### src/rtl/vending_pkg.sv
// Shared types and encodings for the vending datapath.
// The coin acceptor and vending_machine agree on the J encoding defined here.
package vending_pkg;

  typedef enum logic [2:0] {
    IDLE,
    QUAL,
    EMIT,
    WAIT_REL,
    GUARD
  } acc_state_t;

  localparam logic COIN_RS5  = 1'b0;
  localparam logic COIN_RS10 = 1'b1;

  function automatic int max3(input int a, input int b, input int c);
    int m;
    m = (a > b) ? a : b;
    return (m > c) ? m : c;
  endfunction

endpackage

### src/rtl/sync2.sv
// Two-flop synchroniser for one asynchronous sensor line.
module sync2 (
  input  logic clk,
  input  logic reset,
  input  logic d,
  output logic q
);

  logic meta_q;
  logic sync_q;

  always_ff @(posedge clk or posedge reset) begin
    if (reset) begin
      meta_q <= 1'b0;
      sync_q <= 1'b0;
    end else begin
      meta_q <= d;
      sync_q <= meta_q;
    end
  end

  assign q = sync_q;

endmodule

### src/rtl/coin_acceptor.sv
// Coin sensor front end: synchronise, debounce and classify coins into one
// I/J event per coin, with reject and jam reporting.
module coin_acceptor
  import vending_pkg::*;
#(
  parameter int DEBOUNCE_CYCLES = 4,
  parameter int JAM_CYCLES      = 64,
  parameter int GUARD_CYCLES    = 2
) (
  input  logic       clk,
  input  logic       reset,
  input  logic       coin5_raw,
  input  logic       coin10_raw,
  output logic       I,
  output logic       J,
  output logic       reject,
  output logic       jam,
  output logic [2:0] state_dbg
);

  localparam int CNT_W = $clog2(max3(DEBOUNCE_CYCLES, JAM_CYCLES, GUARD_CYCLES)) + 1;
  localparam logic [CNT_W-1:0] CNT_MAX    = '1;
  localparam logic [CNT_W-1:0] DEB_LAST   = CNT_W'(DEBOUNCE_CYCLES - 1);
  localparam logic [CNT_W-1:0] JAM_LIM    = CNT_W'(JAM_CYCLES);
  localparam logic [CNT_W-1:0] GUARD_LOAD = CNT_W'(GUARD_CYCLES);

  logic s5;
  logic s10;

  sync2 u_sync5  (.clk(clk), .reset(reset), .d(coin5_raw),  .q(s5));
  sync2 u_sync10 (.clk(clk), .reset(reset), .d(coin10_raw), .q(s10));

  acc_state_t       state_q, state_d;
  logic [CNT_W-1:0] cnt_q, cnt_d;
  logic             denom_q, denom_d;
  logic             i_q, i_d;
  logic             j_q, j_d;
  logic             reject_q, reject_d;
  logic             jam_q, jam_d;

  logic             cur_hi;
  logic             oth_hi;
  logic [CNT_W-1:0] cnt_inc;

  always_ff @(posedge clk or posedge reset) begin
    if (reset) begin
      state_q  <= GUARD;
      cnt_q    <= GUARD_LOAD;
      denom_q  <= COIN_RS5;
      i_q      <= 1'b0;
      j_q      <= 1'b0;
      reject_q <= 1'b0;
      jam_q    <= 1'b0;
    end else begin
      state_q  <= state_d;
      cnt_q    <= cnt_d;
      denom_q  <= denom_d;
      i_q      <= i_d;
      j_q      <= j_d;
      reject_q <= reject_d;
      jam_q    <= jam_d;
    end
  end

  // I is a one-cycle strobe with J qualified by it; there is no backpressure.
  always_comb begin
    state_d  = state_q;
    cnt_d    = cnt_q;
    denom_d  = denom_q;
    i_d      = 1'b0;
    j_d      = 1'b0;
    reject_d = 1'b0;
    jam_d    = 1'b0;
    cur_hi   = (denom_q == COIN_RS10) ? s10 : s5;
    oth_hi   = (denom_q == COIN_RS10) ? s5 : s10;
    cnt_inc  = (cnt_q == CNT_MAX) ? cnt_q : cnt_q + 1'b1;

    case (state_q)
      IDLE: begin
        if (s5 && s10) begin
          reject_d = 1'b1;
          cnt_d    = '0;
          state_d  = WAIT_REL;
        end else if (s5 || s10) begin
          denom_d = s10 ? COIN_RS10 : COIN_RS5;
          cnt_d   = '0;
          state_d = QUAL;
        end
      end
      QUAL: begin
        if (!cur_hi) begin
          state_d = IDLE;
        end else if (oth_hi) begin
          reject_d = 1'b1;
          cnt_d    = '0;
          state_d  = WAIT_REL;
        end else if (cnt_q == DEB_LAST) begin
          i_d     = 1'b1;
          j_d     = denom_q;
          state_d = EMIT;
        end else begin
          cnt_d = cnt_inc;
        end
      end
      EMIT: begin
        cnt_d   = '0;
        state_d = WAIT_REL;
      end
      WAIT_REL: begin
        if (!s5 && !s10) begin
          cnt_d   = GUARD_LOAD;
          state_d = GUARD;
        end else begin
          cnt_d = cnt_inc;
          jam_d = (cnt_inc >= JAM_LIM);
        end
      end
      GUARD: begin
        // Any activity during the guard restarts the release wait, so an
        // overlapping second coin can never slip through uncredited-then-credited.
        if (s5 || s10) begin
          cnt_d   = '0;
          state_d = WAIT_REL;
        end else if (cnt_q == '0) begin
          state_d = IDLE;
        end else begin
          cnt_d = cnt_q - 1'b1;
        end
      end
      default: begin
        state_d = GUARD;
        cnt_d   = GUARD_LOAD;
      end
    endcase
  end

  assign I         = i_q;
  assign J         = j_q;
  assign reject    = reject_q;
  assign jam       = jam_q;
  assign state_dbg = state_q;

endmodule

### config.mk
export PLATFORM = sky130hd
export DESIGN_NAME = coin_acceptor
export DESIGN_NICKNAME = d
export VERILOG_FILES = /design/src/rtl/vending_pkg.sv /design/src/rtl/sync2.sv /design/src/rtl/coin_acceptor.sv
export SDC_FILE = /design/constraint.sdc
export NUM_CORES = 1
export LEC_CHECK = 0
export ABC_AREA = 1
export CAP_MARGIN = 20
export CORE_MARGIN = 1.5
export CORE_UTILIZATION = 45
export CTS_CLUSTER_DIAMETER = 40
export DETAILED_ROUTE_END_ITERATION = 6
export GPL_TIMING_DRIVEN = 0
export HOLD_SLACK_MARGIN = 0.05
export SETUP_SLACK_MARGIN = 0.2
export SLEW_MARGIN = 25
export SYNTH_ARGS = -nofsm -noshare
export SYNTH_HDL_FRONTEND = slang
export SYNTH_SLANG_ARGS = --single-unit
### constraint.sdc
create_clock -name clk -period 2 [get_ports clk]
set_input_delay 0.5 -clock clk [delete_from_list [all_inputs] [get_ports clk]]
set_output_delay 0.5 -clock clk [all_outputs]
set_load 0.05 [all_outputs]
==> key figures, run 1 <==
Worst setup path
  – Critical-path cell list: clkdlybuf4s15_2
  – CP endpoint: state_dbg[1]
  – R2r endpoint: state_dbg[0]
  – CP Launch Point: state_dbg[1]
  – CP top delay family: flip-flops
  – FF-to-FF Start: u_sync5.q
  – Crit path kind: flop to primary output
  – Crit path max fanout: 8
  – Setup crit end kind: primary output
  – Reg2Reg Setup Slack: 0.37 ns
  – Worst path max stage delay: 0.50 ns
  – Crit path arrival time: 1.22 ns
  – Crit path buf inv count: 1
  – CP Launch Type: flop
  – WP data required: 1.50 ns
  – CP max-delay cell: dfrtp_1
  – Crit. path cell count: 1
  – R2R cell count: 9

Route
  – Routed Antenna Nets: 0
  – Total Wirelength: 2830 um
  – DR vias/cell: 4.75
  – Met2 WL: 1320 um
  – Highest metal used: met4
  – Via count: 1,207
  – Met3 wire len: 79 um
  – Post-DR wirelength/cell: 11.1 um
  – Drt first pass iters: 4
  – M1 wire length: 1420 um
  – Starting DRT DRC Count: 50
  – DRC violations left: 0

Logic synthesis
  – Share of the synthesized area in the top cell type: 29.8%
  – Post-synth EDFFs: 0
  – Yosys reg bits: 19
  – Mapped Nets: 205
  – Commonest cells post-synth: nand2_1, nand3_1, inv_1, dfrtp_1
  – Async SR Flop Fraction: 100%
  – Mapped Area: 1430 sq um
  – Warnings, synthesis: 0
  – Area leader, netlist: dfrtp_1
  – Gate Count Post-Synth: 195
  – Synth unique cells: 27
  – Sequential element share of the synthesized area: 33.5%
  – Syn avg cell area: 7.32 sq um
  – Dominant synthesized flop cell: dfrtp_1
  – Largest cells by area after synthesis: dfrtp_1, nand2_1, nand3_1
  – Most numerous cell in the Yosys netlist: nand2_1

Clock tree
  – Max Root-Sink Buffers: 2
  – # H-tree levels: 1
  – Worst-Skew Late Latency: 0.30 ns
  – Cts bufs inserted: 3
  – CTS clk-pin slew, worst paths: 0.11 ns
  – Root Driver: clkbuf_4
  – CTS Hold Bufs: 0
  – TritonCTS clock tree: built
  – Clock sink count: 19

STA
  – RSZ-0062 raised after global routing: false
  – Peak Freq: 0.582 GHz
  – Fin. max-slew vios: 0
  – Final worst-path cycle share: 86.0%
  – Final hold violations: 0
  – Final setup fails: 0
  – Setup tns final: 0 ns
  – Clock skew: 0.00602 ns
  – Min Tclk post-route: 1.72 ns
  – Worst slew pin tran: 0.713 ns
  – Hold_ws: 0.358 ns
  – Max-slew headroom: 52.4%

Final layout
  – Layout cells sized above 1: 23.8%
  – Sequential Area: 479 sq um
  – Post-layout net count: 221
  – Antenna diodes: 0
  – Area of the multi-input gates: 835 sq um
  – Synth-to-layout area growth: 13.1%
  – Finished Layout Cells: 254
  – Fill count: 310

Die
  – Placement row count: 20
  – Chip Width: 59.3 um
  – I/O pins: 11
  – Core area: 3030 sq um
  – Initial Utilization: 47.1%
  – Die ar.: 3520 sq um
  – Die Ht: 59.3 um

Global route
  – First-pass GRT wire length: 4770 um
  – Grt total ovfl: 0
  – Vias in the first global route: 1,074
  – Pin count of the biggest net entering global routing: 20
  – Initial antenna violation count: 0
  – Gr usage total: 18.2%

Power and ir drop
  – Power, Total: 1.89 mW
  – P per Cell Area: 1170 nW/um^2
  – Leakage: 0.867 nW
  – Peak VDD IR: 0.000603 V

Min path
  – WHS Path Cells: 0
  – Class of the worst hold path: flop to flop

Placement
  – DP Wirelength: 2210 um
  – GP Congestion: 0.911
  – PortBufs: 10
  – Placed instance count: 249

Run status
  – Status: completed

Run
  – Number of max-cap violations: 0
==> state kept, by name (all words and copies together) (netlist names) <==
| name | flops |
|---|---|
| u_sync10.meta_q | 1 |
| state_dbg | 3 |
| u_sync5.meta_q | 1 |
| reject | 1 |
| cnt_q | 7 |
| u_sync10.q | 1 |
| J | 1 |
| I | 1 |
| denom_q | 1 |
| u_sync5.q | 1 |
| jam | 1 |
==> layout by cell type, fill, tap and decap left out, drive strengths merged, types with 4 or more instances in the layout <==
master | synthesis | layout
dfrtp | 17 | 17
ha | 6 | 6
nor2 | 21 | 21
nand3 | 23 | 23
dlygate4sd2 | 0 | 4
inv | 24 | 24
or2 | 4 | 4
nand2 | 82 | 82
clkbuf | 0 | 4
o21ai | 6 | 6
==> kinds of logic (layout without fill, tap and decap cells) <==
kind of cell | after synthesis | in the layout | synth area share, %
simple gates | 134 | 134 | 49.0
buf+inv | 26 | 41 | 8.06
flops | 19 | 19 | 33.5
compound gates | 9 | 9 | 3.59
fa+ha+maj | 6 | 6 | 5.26
xor+xnor | 1 | 1 | 0.614
==> area by class of cell <==
type / instances / share of cell area [%]
Tap cell: 44 / 3.41
Clock buffer: 3 / 1.40
Clock inverter: 1 / 0.465
Inverter: 24 / 5.74
Multi-Input combinational cell: 150 / 51.7
Sequential cell: 19 / 29.7
Timing Repair Buffer: 11 / 6.20
Buffer: 2 / 1.40
==> worst register-to-register path: stages, from the launching register on <==
cell	delay (ns)
dfrtp_1	0.40
inv_1	0.15
ha_1	0.22
inv_2	0.08
nand4_1	0.24
o21ai_1	0.13
nor2_2	0.16
nand2_1	0.06
nand2_1	0.05
nand2_1	0.05
==> repair_timing <==
| action | CTS | global route |
|---|---|---|
| endpoints found under the hold margin | 0 | 0 |
| gates resized for setup | 12 | 3 |
| cloned | 0 | 0 |
| pin swaps | 0 | 1 |
| endpoints found under the setup margin | 7 | 9 |
| buffers inserted | 0 | 1 |
==> per-layer routing <==
| layer | vias up | global-route usage [%] |
|---|---|---|
| li1 | 639 | - |
| met5 | - | 0 |
| met1 | 549 | 25.6 |
| met2 | 17 | 28.4 |
| met3 | 2 | 4.59 |
| met4 | 0 | 3.90 |
==> per-stage QoR <==
step / cell area [sq um] / util, % / setup slack, ns
floorplan: 1430 / - / 0.493
global placement: 1580 / 52.3 / 0.0959
detailed placement: 1580 / 52.3 / 0.101
CTS: 1610 / 53.2 / 0.0459
global route: 1610 / 53.3 / 0.205
finish: 1610 / 53.3 / 0.281
==> worst min path at each step <==
stage | startpoint | end
2_1_floorplan | u_sync10.meta_q | u_sync10.q
3_3_place_gp | u_sync5.meta_q | u_sync5.q
3_5_place_dp | u_sync10.meta_q | u_sync10.q
4_1_cts | u_sync10.meta_q | u_sync10.q
5_1_grt | u_sync5.meta_q | u_sync5.q
6_report | u_sync10.meta_q | u_sync10.q
==> power breakdown <==
group	total, mW	leakage (nW)	internal [mW]	switching, mW
combinational	1.10	0.611	0.367	0.738
clock	0.201	0.0139	0.0762	0.125
sequential	0.583	0.241	0.471	0.111
total	1.89	0.867	0.914	0.975
(Power assumes the default switching activity.)
==> run 2, diff against run 1 <==
--- a/config.mk
+++ b/config.mk
@@ -6,7 +6,6 @@
 export NUM_CORES = 1
 export LEC_CHECK = 0
 export ABC_AREA = 1
-export CAP_MARGIN = 20
 export CORE_MARGIN = 1.5
 export CORE_UTILIZATION = 45
 export CTS_CLUSTER_DIAMETER = 40
==> constraint.sdc (replaced) <==
create_clock -name clk -period 2.21 [get_ports clk]
set_input_delay 0.5525 -clock clk [delete_from_list [all_inputs] [get_ports clk]]
set_output_delay 0.5525 -clock clk [all_outputs]
set_load 0.05 [all_outputs]
==> run 2 against run 1 <==
Effect of this change: critical path depth is the same; clock power fell by 8%; global-route usage is the same; sequential share of layout area is 0.11 points higher; count of clock-buffer cells in the layout is the same; largest cell class unchanged; wire length increased by 1.1%; sequential power decreased by 9.6%; die area unchanged; non-clock buffer count fell by 1; cell area down 0.62%; highest routed layer unchanged; total power shrank 10%; largest power group unchanged; critical endpoint unchanged; clock skew increased by 0.0012 ns.
==> key figures, run 2 (synthesis results as in run 1) <==
Placement
  – Area after DPL: 1580 sq um (unchanged)
  – PortBufs: 10 (unchanged)
  – Pre-CTS WS: 0.258 ns (+0.158 ns)
  – GP Congestion: 0.911 (unchanged)
  – DP Wirelength: 2210 um (unchanged)

Final layout
  – Post-layout net count: 220 (-0.45%)
  – Post-route cell area: 1600 sq um (-0.62%)
  – Commonest non-fill, non-tap cell in the layout: nand2_1
  – Largest Register: cnt_q
  – Area of the multi-input gates: 835 sq um (unchanged)
  – Fill count: 308 (-0.65%)
  – Sequential Area: 478 sq um (-0.26%)
  – Most frequent cells in the layout: nand2_1, nand3_1, inv_1
  – Max reg flops: 7 (unchanged)
  – Layout cells sized above 1: 21.5% (-2.3 points)
  – Fin util: 53.0% (-0.33 points)
  – Synth-to-layout area growth: 12.4%
  – Antenna diodes: 0 (unchanged)

Clock tree
  – Cts bufs inserted: 3 (unchanged)
  – CTS Hold Bufs: 0 (unchanged)
  – CTS clk-pin slew, worst paths: 0.11 ns (about the same)
  – Clock sink count: 19 (unchanged)
  – Max Root-Sink Buffers: 2 (unchanged)
  – Worst-Skew Late Latency: 0.31 ns (about the same)
  – Number of setup buffers added after CTS: 0 (unchanged)
  – Root Driver: clkbuf_4
  – TritonCTS clock tree: built
  – # H-tree levels: 1 (unchanged)

Global route
  – Grt total ovfl: 0 (unchanged)
  – Pin count of the biggest net entering global routing: 20 (unchanged)
  – Gr usage total: 18.2% (unchanged)
  – Initial antenna violation count: 0 (unchanged)
  – Vias in the first global route: 1,076 (+0.19%)
  – First-pass GRT wire length: 4770 um (unchanged)

Worst setup path
  – WP data required: 1.66 ns (+0.16 ns)
  – Crit path buf inv count: 1 (unchanged)
  – Setup crit end kind: primary output
  – Crit path kind: flop to primary output
  – Critical-path cell list: dlygate4sd2_1
  – CP max-delay cell: dlygate4sd2_1
  – CP top delay family: buffers and inverters
  – Crit path max fanout: 8 (unchanged)
  – CP Launch Type: flop
  – Worst path max stage delay: 0.57 ns (+0.07 ns)
  – Crit path arrival time: 1.37 ns (+0.15 ns)

STA
  – Fin. max-slew vios: 0 (unchanged)
  – Final WS setup: 0.289 ns (+0.00847 ns)
  – Clock skew: 0.00723 ns (+0.00122 ns)
  – Final setup fails: 0 (unchanged)
  – Final hold violations: 0 (unchanged)
  – Min Tclk post-route: 1.92 ns
  – Max-slew headroom: 52.7% (+0.23 points)
  – Setup tns final: 0 ns (unchanged)
  – Peak Freq: 0.521 GHz
  – RSZ-0062 raised after global routing: false
  – Final worst-path cycle share: 86.9%
  – Worst slew pin tran: 0.709 ns (-0.00351 ns)

Power and ir drop
  – Psw: 0.885 mW (-9.2%)
  – Pint: 0.815 mW (-11%)
  – Leakage: 0.878 nW (+1.3%)
  – Sequential share of power: 31.0% (+0.2 points)
  – Clock power share: 10.8% (about the same)
  – Gate power share: 58.2% (-0.3 points)
  – Peak VDD IR: 0.000543 V (-9.9%)
  – Sw frac: 52.0% (+0.44 points)
  – P per Cell Area: 1060 nW/um^2 (-9.4%)

Route
  – Via count: 1,223 (+1.3%)
  – Drt first pass iters: 4 (unchanged)
  – Post-DR wirelength/cell: 11.3 um (+1.5%)
  – DRC violations left: 0 (unchanged)
  – Routed Antenna Nets: 0 (unchanged)
  – DR vias/cell: 4.83 (+1.7%)
  – Total Wirelength: 2860 um (+1.1%)
  – Starting DRT DRC Count: 52 (+4.0%)

Die
  – Initial Utilization: 47.1% (unchanged)
  – I/O pins: 11 (unchanged)
  – Die Ht: 59.3 um (unchanged)
  – Core area: 3030 sq um (unchanged)
  – Chip Width: 59.3 um (unchanged)
  – Placement row count: 20 (unchanged)
  – Die ar.: 3520 sq um (unchanged)

Min path
  – Class of the worst hold path: flop to flop

Run status
  – Status: completed

Run
  – Number of max-cap violations: 0 (unchanged)
[run 2: cell count changes in the layout (fill, tap and decap cells not counted), sizes merged]
cell,delta
clkdlybuf4s15,-2
buf,-1
dlygate4sd2,+1
dlymetal6s2s,+1
[run 2: what timing repair did]
item | CTS | global route
setup endpoints to repair | 6 | 2
pin swaps | 0 | 0
resized for setup | 6 | 3
[run 2: power by group through the flow]
stage	combinational [mW]	clock (mW)	sequential (mW)
3_5_place_dp	1.01	0	0.532
2_1_floorplan	0.690	0	0.626
5_1_grt	1.10	0.206	0.538
4_1_cts	0.995	0.194	0.526
3_3_place_gp	0.997	0	0.530
6_report	0.989	0.184	0.527
[run 2: path summary, 6_finish.rpt]
check                                 from            to  slack, ns  depth (start not counted)
hold reg to reg            u_sync10.meta_q    u_sync10.q       0.36                          0
min in group asynchronous            reset        reject       0.64                          2
setup reg to reg                u_sync10.q      cnt_q[0]       0.51                          9
hold / removal             u_sync10.meta_q    u_sync10.q       0.36                          0
setup / recovery              state_dbg[1]  state_dbg[1]       0.29                          1
max in group asynchronous            reset  state_dbg[0]       1.12                          2
[run 2: cell type report]
cell class              count  area share, %
plain buffers               2           1.40
clock buffers               3           1.40
clock inverters             1          0.468
inverters                  24           5.77
multi-input cells         150           52.0
flip-flops and latches     19           29.8
well taps                  44           3.43
repair buffers             10           5.69
[run 2: layer usage]
metal	track usage, %	up-vias	share of wire (%)
met5	0	-	0
met4	3.90	0	1.0
met3	4.59	6	4.7
met2	28.6	32	45
met1	25.5	550	49
li1	-	635	-
[run 2: per-stage QoR]
stage          power, mW  std cells  hold WS, ns
6_report            1.70        253        0.358
5_1_grt             1.84        253        0.368
4_1_cts             1.71        253        0.364
3_5_place_dp        1.54        249        0.337
3_3_place_gp        1.53        249        0.333
2_1_floorplan       1.32        195        0.331
==> run 3, diff against run 2 <==
--- a/config.mk
+++ b/config.mk
@@ -13,7 +13,9 @@
 export GPL_TIMING_DRIVEN = 0
 export HOLD_SLACK_MARGIN = 0.05
 export SETUP_SLACK_MARGIN = 0.2
+export SKIP_LAST_GASP = 1
 export SLEW_MARGIN = 25
 export SYNTH_ARGS = -nofsm -noshare
 export SYNTH_HDL_FRONTEND = slang
+export SYNTH_HIERARCHICAL = 1
 export SYNTH_SLANG_ARGS = --single-unit
==> run 3 against run 2 <==
Effect of this change: the run now ends with DRC left; register-to-register slack gained 0.02 ns; highest routed layer unchanged; count of clock-buffer cells in the layout stayed put; total power is 4.8% lower; largest cell class unchanged; clock power grew 3%; sequential share of layout area rose by 1.9 points; cell area down 5.9%; non-clock buffer count stayed put.
==> key figures, run 3 <==
Run status
  – Status: complete, but fails checks
  – Failing checks: DRC

Clock tree
  – Max Root-Sink Buffers: 2 (unchanged)
  – Cts bufs inserted: 3 (unchanged)
  – # H-tree levels: 1 (unchanged)
  – CTS clk-pin slew, worst paths: 0.12 ns (about the same)
  – Root Driver: clkbuf_4
  – Clock sink count: 19 (unchanged)
  – Number of setup buffers added after CTS: 0 (unchanged)
  – CTS Hold Bufs: 0 (unchanged)
  – TritonCTS clock tree: built
  – Worst-Skew Late Latency: 0.31 ns (about the same)

STA
  – Worst slew pin tran: 0.583 ns (-0.126 ns)
  – Peak Freq: 0.516 GHz (-0.90%)
  – RSZ-0062 raised after global routing: false
  – Final WS setup: 0.272 ns (-0.0174 ns)
  – Fin. max-slew vios: 0 (unchanged)
  – Max-slew headroom: 61.1% (+8.4 points)
  – Final setup fails: 0 (unchanged)
  – Final worst-path cycle share: 87.7% (+0.79 points)
  – Clock skew: 0.00527 ns (-0.00196 ns)
  – Setup tns final: 0 ns (unchanged)
  – Min Tclk post-route: 1.94 ns (+0.0174 ns)
  – Final hold violations: 0 (unchanged)

Power and ir drop
  – P per Cell Area: 1070 nW/um^2 (+1.3%)
  – Leakage: 0.875 nW (-0.41%)
  – Peak VDD IR: 0.000479 V (-12%)

Global route
  – First-pass GRT wire length: 4720 um (-1.2%)
  – Vias in the first global route: 1,101 (+2.3%)
  – Grt total ovfl: 0 (unchanged)
  – Initial antenna violation count: 0 (unchanged)
  – Pin count of the biggest net entering global routing: 16 (-20%)
  – Gr usage total: 18.1% (-0.10 points)

Worst setup path
  – R2r endpoint: cnt_q[3]
  – Crit path kind: flop to primary output
  – CP max-delay cell: dlygate4sd2_1
  – Worst path max stage delay: 0.57 ns (about the same)
  – FF-to-FF Start: u_sync5/q
  – Reg2Reg Setup Slack: 0.53 ns (+0.02 ns)
  – Crit path buf inv count: 1 (unchanged)
  – WP data required: 1.66 ns (about the same)
  – Crit path max fanout: 7 (-1)
  – Setup crit end kind: primary output
  – Crit. path cell count: 1 (unchanged)
  – CP top delay family: buffers and inverters
  – Crit path arrival time: 1.39 ns (+0.02 ns)
  – CP Launch Type: flop
  – Critical-path cell list: dlygate4sd2_1
  – R2R cell count: 9 (unchanged)

Route
  – Starting DRT DRC Count: 55 (+5.8%)
  – Drt first pass iters: 6 (+2)
  – Total Wirelength: 2750 um (-3.6%)
  – Routed Antenna Nets: 0 (unchanged)
  – DRC violations left: 5 (+5)
  – DR vias/cell: 5.11 (+5.6%)
  – Via count: 1,210 (-1.1%)
  – Post-DR wirelength/cell: 11.6 um (+2.9%)

Placement
  – Area after DPL: 1490 sq um (-5.8%)
  – DP Wirelength: 2120 um (-4.3%)
  – Pre-CTS WS: 0.282 ns (+0.0242 ns)
  – PortBufs: 10 (unchanged)
  – Placed instance count: 233 (-6.4%)
  – GP Congestion: 0.897 (-1.6%)

Die
  – Die Ht: 57.8 um (-2.6%)
  – Chip Width: 57.8 um (-2.6%)
  – Placement row count: 19 (-5.0%)
  – Initial Utilization: 48.2% (+1.0 points)
  – Die ar.: 3340 sq um (-5.1%)
  – I/O pins: 11 (unchanged)
  – Core area: 2810 sq um (-7.4%)

Logic synthesis
  – Dominant synthesized flop cell: dfrtp_1
  – Gate Count Post-Synth: 192 (-1.5%)
  – Share of the synthesized area in the top cell type: 31.5% (+1.7 points)
  – Commonest cells post-synth: nand2_1, inv_1, nand3_1, dfrtp_1, nor2_1
  – Area leader, netlist: dfrtp_1
  – Synth unique cells: 25 (-7.4%)
  – Syn avg cell area: 7.04 sq um (-3.9%)
  – Async SR Flop Fraction: 100% (unchanged)
  – Most numerous cell in the Yosys netlist: nand2_1
  – Mapped Area: 1350 sq um (-5.3%)
  – Sequential element share of the synthesized area: 35.4% (+1.9 points)
  – Warnings, synthesis: 6 (+6)
  – Largest cells by area after synthesis: dfrtp_1, nand2_1, inv_1
  – Mapped Nets: 202 (-1.5%)
  – Post-synth EDFFs: 0 (unchanged)
  – Yosys reg bits: 19 (unchanged)

Final layout
  – Antenna diodes: 0 (unchanged)
  – Fill count: 266 (-14%)
  – Max reg flops: 7 (unchanged)
  – Post-route cell area: 1510 sq um (-5.9%)
  – Most frequent cells in the layout: nand2_1, inv_1, nand3_1
  – Commonest non-fill, non-tap cell in the layout: nand2_1
  – Layout cells sized above 1: 13.1% (-8.4 points)
  – Fin util: 53.8% (+0.82 points)
  – Finished Layout Cells: 237 (-6.3%)
  – Largest Register: cnt_q
  – Synth-to-layout area growth: 11.7%
  – Post-layout net count: 217 (-1.4%)

Min path
  – HP Start: u_sync10/meta_q
  – Hold EP: u_sync10/q
  – WHS Path Cells: 0 (unchanged)
  – Class of the worst hold path: flop to flop

Run
  – Number of max-cap violations: 0 (unchanged)
[run 3: cell count changes in the layout (fill, tap and decap cells not counted), sizes merged, moves of 3 or more]
| cell | previous run | this run |
|---|---|---|
| nand3 | 23 | 20 |
| o21ai | 6 | 9 |
| nand2 | 82 | 67 |
| nor3 | 0 | 4 |
| or2 | 4 | 0 |
| inv | 24 | 31 |
[run 3: power by group]
| part | switching [mW] | leakage, nW | total (mW) | internal (mW) |
|---|---|---|---|---|
| combinational | 0.615 | 0.614 | 0.914 | 0.299 |
| sequential | 0.0859 | 0.242 | 0.516 | 0.430 |
| clock | 0.122 | 0.0177 | 0.190 | 0.0676 |
[run 3: final cells by class]
class	instances	area (sq um)	share of cell area [%]
buffer	2	22.5	1.49
clock buffer	3	22.5	1.49
inverter	31	119	7.88
clock inverter	1	5.00	0.332
tap	31	38.8	2.57
timing repair buffer	10	91.3	6.05
multi-input combinational	140	732	48.5
sequential	19	478	31.7
[run 3: logic make-up after synthesis]
| kind of cell | after synthesis | synth area share, % |
|---|---|---|
| XOR/XNOR | 3 | 1.94 |
| AND/OR/NAND/NOR | 116 | 40.7 |
| AO/OA/AOI/OAI | 15 | 5.93 |
| buffers and inverters | 33 | 10.5 |
| adder cells (fa/ha/maj) | 6 | 5.56 |
| flip-flops | 19 | 35.4 |
[run 3: worst max-delay path by stage]
| stage | startpoint | to | slack [ns] |
|---|---|---|---|
| final | state_dbg[1] | state_dbg[1] | 0.27 |
| after global routing | state_dbg[1] | state_dbg[1] | 0.21 |
| after CTS | state_dbg[2] | state_dbg[2] | 0.20 |
| after detailed placement | state_dbg[2] | state_dbg[2] | 0.28 |
| after global placement | state_dbg[2] | state_dbg[2] | 0.28 |
| after floorplan | state_dbg[0] | cnt_q[0] | 0.61 |
[run 3: what timing repair did]
| item | CTS | global route |
|---|---|---|
| endpoints found under the setup margin | 6 | 2 |
| gates resized for setup | 6 | 3 |
| gates cloned | 0 | 0 |
[run 3: per-layer routing]
metal / vias up / global-route usage (%) / part of all wire (%)
met2: 32 / 27.3 / 42
met1: 542 / 26.7 / 51
met4: 0 / 6.31 / 1.5
li1: 632 / - / -
met5: - / 0 / 0
met3: 4 / 2.68 / 5.2
[run 3: through the flow]
step                      power (mW)  hold WS (ns)
after floorplan                 1.25         0.294
after global placement          1.45         0.335
after detailed placement        1.45         0.339
after CTS                       1.63         0.369
after global routing            1.77         0.371
final                           1.62         0.366
==> variant 1: new RTL, settings of run 1 <==
Change the parameter `DEBOUNCE_CYCLES` from 4 to 8.
--- a/src/rtl/coin_acceptor.sv
+++ b/src/rtl/coin_acceptor.sv
@@ -5,3 +5,3 @@
 #(
-  parameter int DEBOUNCE_CYCLES = 4,
+  parameter int DEBOUNCE_CYCLES = 8,
   parameter int JAM_CYCLES      = 64,
Check against the original RTL: not equivalent (a bounded check fails within 10 cycles, from zero or initial values and one cycle with reset high).
==> variant 1 against run 1 <==
  * Sequential cell count stayed put
  * Sequential share of layout area rose by 1.7 points
  * Register-to-register slack got worse by 30 ps
  * Final cell count is 6.7% lower
  * Critical path depth stayed put
  * Cell area is 5.7% lower
  * Synthesized area decreased by 5.1%
  * Clock power up 4%
  * Combinational power down 4%
  * Worst setup slack better by 12 ps
  * Total power is 2.5% lower
  * Routed wire length is 4.5% lower
  * Via count is 3.9% lower
==> variant 1: results (changes against run 1) <==
\begin{tabular}{lr}
\hline
Metric & Value \\
\hline
\multicolumn{2}{l}{\textbf{Setup path}} \\
Family of cells with the greatest summed delay on the critical path & buffers and inverters \\
Largest stage delay on the critical path & 530 ps (+30 ps) \\
Slowest library cell on the worst path & sky130\_fd\_sc\_hd\_\_dlygate4sd2\_1 \\
Origin of the critical flop-to-flop path & cnt\_q[1] \\
Reg-to-Reg End & cnt\_q[5] \\
\multicolumn{2}{l}{\textbf{Route}} \\
DR WL met2 & 1170 um (-11\%) \\
Met3 WL & 82 um (+3.8\%) \\
1st-iter DRT viols & 55 (+10\%) \\
M1 wire length & 1420 um (+0.42\%) \\
Routed vias/inst & 4.89 (+3.0\%) \\
\multicolumn{2}{l}{\textbf{Cells and area}} \\
Final Net Count & 217 (-1.8\%) \\
Post-route non-filler standard cell count & 237 (-6.7\%) \\
Fill cells & 283 (-8.7\%) \\
Design area & 0.00152 mm2 (-5.7\%) \\
Share of layout cells above drive strength 1 & 18.9\% (-4.9 points) \\
\multicolumn{2}{l}{\textbf{Global route}} \\
Met3 usage in global routing & 3.79\% (-0.79 points) \\
Wire length of the first global-routing pass & 4790 um (+0.29\%) \\
Global-route track usage on met1 & 25.6\% (about the same) \\
\multicolumn{2}{l}{\textbf{Synthesis}} \\
Cell count after synthesis & 192 (-1.5\%) \\
Syn\_nets & 202 (-1.5\%) \\
Post-synthesis share of cell area spent on full adders, half adders and majority gates & 5.54\% (+0.28 points) \\
Xor/xnor cell area share of the yosys netlist & 0.646\% (+0.033 points) \\
Post-synth top cells & sky130\_fd\_sc\_hd\_\_nand2\_1, sky130\_fd\_sc\_hd\_\_nand3\_1, sky130\_fd\_sc\_hd\_\_inv\_1, sky130\_fd\_sc\_hd\_\_dfrtp\_1, sky130\_fd\_sc\_hd\_\_nor2\_1 \\
\multicolumn{2}{l}{\textbf{Placed design}} \\
Gpl congestion & 0.853 (-6.4\%) \\
Pre-CTS setup slack & 129 ps (+28.1 ps) \\
\multicolumn{2}{l}{\textbf{Power and ir drop}} \\
Leakage Power & 0.832 nW (-4.0\%) \\
Power spent charging and discharging nets & 933 uW (-4.3\%) \\
\multicolumn{2}{l}{\textbf{Outcome}} \\
Status & finished, final reports clean \\
\hline
\end{tabular}
variant 1: cell types whose count changed after synthesis, moves of 3 or more:
cell,run 1,this run
sky130_fd_sc_hd__nor2_1,7,16
sky130_fd_sc_hd__nand2_1,72,64
sky130_fd_sc_hd__o21ai_0,4,8
sky130_fd_sc_hd__nor2_4,6,3
variant 1: power by group through the flow:
stage / logic, mW / clock network, mW / registers, mW
finish: 1.06 / 0.210 / 0.573
global route: 1.19 / 0.229 / 0.587
CTS: 1.06 / 0.219 / 0.566
detailed placement: 1.08 / 0 / 0.575
global placement: 1.07 / 0 / 0.571
floorplan: 0.749 / 0 / 0.675
variant 1: repair_timing:
item / 4_1_cts / 5_1_grt
endpoints found under the setup margin: 7 / 9
resized for setup: 8 / 6
hold buffers: 0 / 0
pin swaps: 0 / 1
variant 1: how the worst max path moves through the flow:
| stage | slack, ps | from | endpoint | cells past startpoint |
|---|---|---|---|---|
| global placement | 130 | state_dbg[2] | state_dbg[2] | 1 |
| finish | 290 | state_dbg[0] | state_dbg[0] | 1 |
| CTS | 50 | state_dbg[2] | state_dbg[2] | 1 |
| floorplan | 460 | state_dbg[0] | cnt_q[5] | 10 |
| detailed placement | 130 | state_dbg[2] | state_dbg[2] | 1 |
| global route | 220 | cnt_q[1] | cnt_q[5] | 10 |
variant 1: final cells by class:
type	count	area share (%)
timing repair buffer	10	5.51
tap	31	2.55
clock buffer	3	1.48
multi-input combinational	144	49.7
sequential	19	31.4
buffer	3	2.22
clock inverter	1	0.493
inverter	26	6.66
variant 1: worst register-to-register path, delay by kind of cell (launching register included):
kind	cells	cell delay (ps)
flops	1	620
buf+inv	2	160
fa+ha+maj	1	170
simple gates	7	620
==> variant 2: new RTL, settings of run 1 <==
Made on the original files. Register the output `state_dbg` once more, cleared by the reset; this adds one clock of latency there. The other outputs are not delayed to match.
--- a/src/rtl/coin_acceptor.sv
+++ b/src/rtl/coin_acceptor.sv
@@ -140,3 +140,9 @@
   assign jam       = jam_q;
-  assign state_dbg = state_q;
+  always_ff @(posedge clk or posedge reset) begin
+    if (reset) begin
+      state_dbg <= '0;
+    end else begin
+      state_dbg <= state_q;
+    end
+  end
 
Formal check against the unedited RTL: not equivalent (Yosys sat finds a counterexample within 4 cycles, from zero or initial values and one cycle with reset high).
==> variant 2 against run 1 <==
  * Worst setup slack better by 15 ps
  * Cell area rose by 2.6%
  * Clock skew down 2.7 ps
  * Routed wire length decreased by 0.74%
  * Sequential cell count rose by 3
  * Critical path type unchanged
  * Synthesized area rose by 1.8%
  * Total power is 7.7% higher
  * Critical path depth is the same
  * Clock power grew 75%
  * Fmax rose by 0.89%
  * Die area increased by 1.7%
==> variant 2: results (changes against run 1) <==
\begin{tabular}{lr}
\hline
Metric & Value \\
\hline
\multicolumn{2}{l}{\textbf{Synthesis}} \\
Syn\_nets & 203 (-0.98\%) \\
Post-synthesis share of cell area spent on full adders, half adders and majority gates & 5.16\% (-0.095 points) \\
Xor/xnor cell area share of the yosys netlist & 1.20\% (+0.59 points) \\
Mean instance size in the synthesized netlist & 7.53 um2 (+2.9\%) \\
Cells taking the most area after synthesis & sky130\_fd\_sc\_hd\_\_dfrtp\_1, sky130\_fd\_sc\_hd\_\_nand2\_1, sky130\_fd\_sc\_hd\_\_nand3\_1, sky130\_fd\_sc\_hd\_\_ha\_1, sky130\_fd\_sc\_hd\_\_inv\_1 \\
Compound-Gate Fraction of Synth Area & 6.11\% (+2.5 points) \\
Post-synth top cells & sky130\_fd\_sc\_hd\_\_nand2\_1, sky130\_fd\_sc\_hd\_\_dfrtp\_1, sky130\_fd\_sc\_hd\_\_inv\_1, sky130\_fd\_sc\_hd\_\_nand3\_1, sky130\_fd\_sc\_hd\_\_nor2\_1 \\
Proportion of synthesized chip area in sequential cells & 38.0\% (+4.6 points) \\
\multicolumn{2}{l}{\textbf{Setup path}} \\
Largest stage delay on the critical path & 530 ps (+30 ps) \\
Slowest library cell on the worst path & sky130\_fd\_sc\_hd\_\_dlygate4sd2\_1 \\
Family of cells with the greatest summed delay on the critical path & buffers and inverters \\
Arrival time reported for the critical path endpoint & 1200 ps (-20 ps) \\
CP Max Fanout & 1 (-7) \\
\multicolumn{2}{l}{\textbf{Clocking}} \\
Number of gates resized after cts & 7 (-5) \\
Worst-skew pair later-pin latency & 320 ps (+20 ps) \\
Worst-path clk slew & 130 ps (+20 ps) \\
\multicolumn{2}{l}{\textbf{Cells and area}} \\
Post-route non-filler standard cell count & 251 (-1.2\%) \\
Final Net Count & 218 (-1.4\%) \\
\multicolumn{2}{l}{\textbf{Power and ir drop}} \\
Leakage Power & 0.916 nW (+5.7\%) \\
Power spent charging and discharging nets & 943 uW (-3.3\%) \\
Maximum vdd drop & 0.477 mV (-21\%) \\
Portion of total power attributed to the clock network & 17.3\% (+6.6 points) \\
\multicolumn{2}{l}{\textbf{Global route}} \\
Wire length of the first global-routing pass & 4880 um (+2.2\%) \\
Met3 usage in global routing & 1.95\% (-2.6 points) \\
Grt met2 use & 26.1\% (-2.3 points) \\
Global router's overall resource usage & 18.0\% (-0.27 points) \\
Via count of the first global-routing pass & 1081 (+0.65\%) \\
\multicolumn{2}{l}{\textbf{Placed design}} \\
Gpl congestion & 0.913 (+0.15\%) \\
Sum of net half-perimeters after detailed placement & 2160 um (-2.2\%) \\
\multicolumn{2}{l}{\textbf{Timing}} \\
Clock skew & 3.33 ps (-2.68 ps) \\
Pin slew with the least headroom to its limit & 794 ps (+81.6 ps) \\
\multicolumn{2}{l}{\textbf{Route}} \\
Routed len/inst & 11.2 um (+0.44\%) \\
1st-iter DRT viols & 40 (-20\%) \\
\multicolumn{2}{l}{\textbf{Outcome}} \\
Status & finished, final reports clean \\
\hline
\end{tabular}
-- variant 2: cell types whose count changed in the layout (fill, tap and decap cells not counted), sizes merged, moves of 3 or more --
cell,before,now
dfrtp,17,20
dlygate4sd2,4,7
nand2,82,70
nor2,21,24
o21ai,6,12
or2,4,1
-- variant 2: final cells by class --
cell class                      instances  area, um2
Clock inverter                          1       30.0
Sequential cell                        22        553
Timing Repair Buffer                   10       91.3
Clock buffer                            3       22.5
Fill cell                             311       1400
Multi-Input combinational cell        144        793
Tap cell                               44       55.1
Inverter                               25       93.8
Buffer                                  2       16.3
-- variant 2: path summary, 6_finish.rpt --
kind / cells past startpoint / end / from / slack (ps)
worst max-delay path: 1 / I / I / 300
worst min-delay path: 0 / u_sync10.q / u_sync10.meta_q / 370
worst max register to register: 9 / cnt_q[4] / cnt_q[1] / 380
worst min register to register: 0 / u_sync10.q / u_sync10.meta_q / 370
max in group asynchronous: 2 / cnt_q[2] / reset / 900
min in group asynchronous: 2 / I / reset / 610
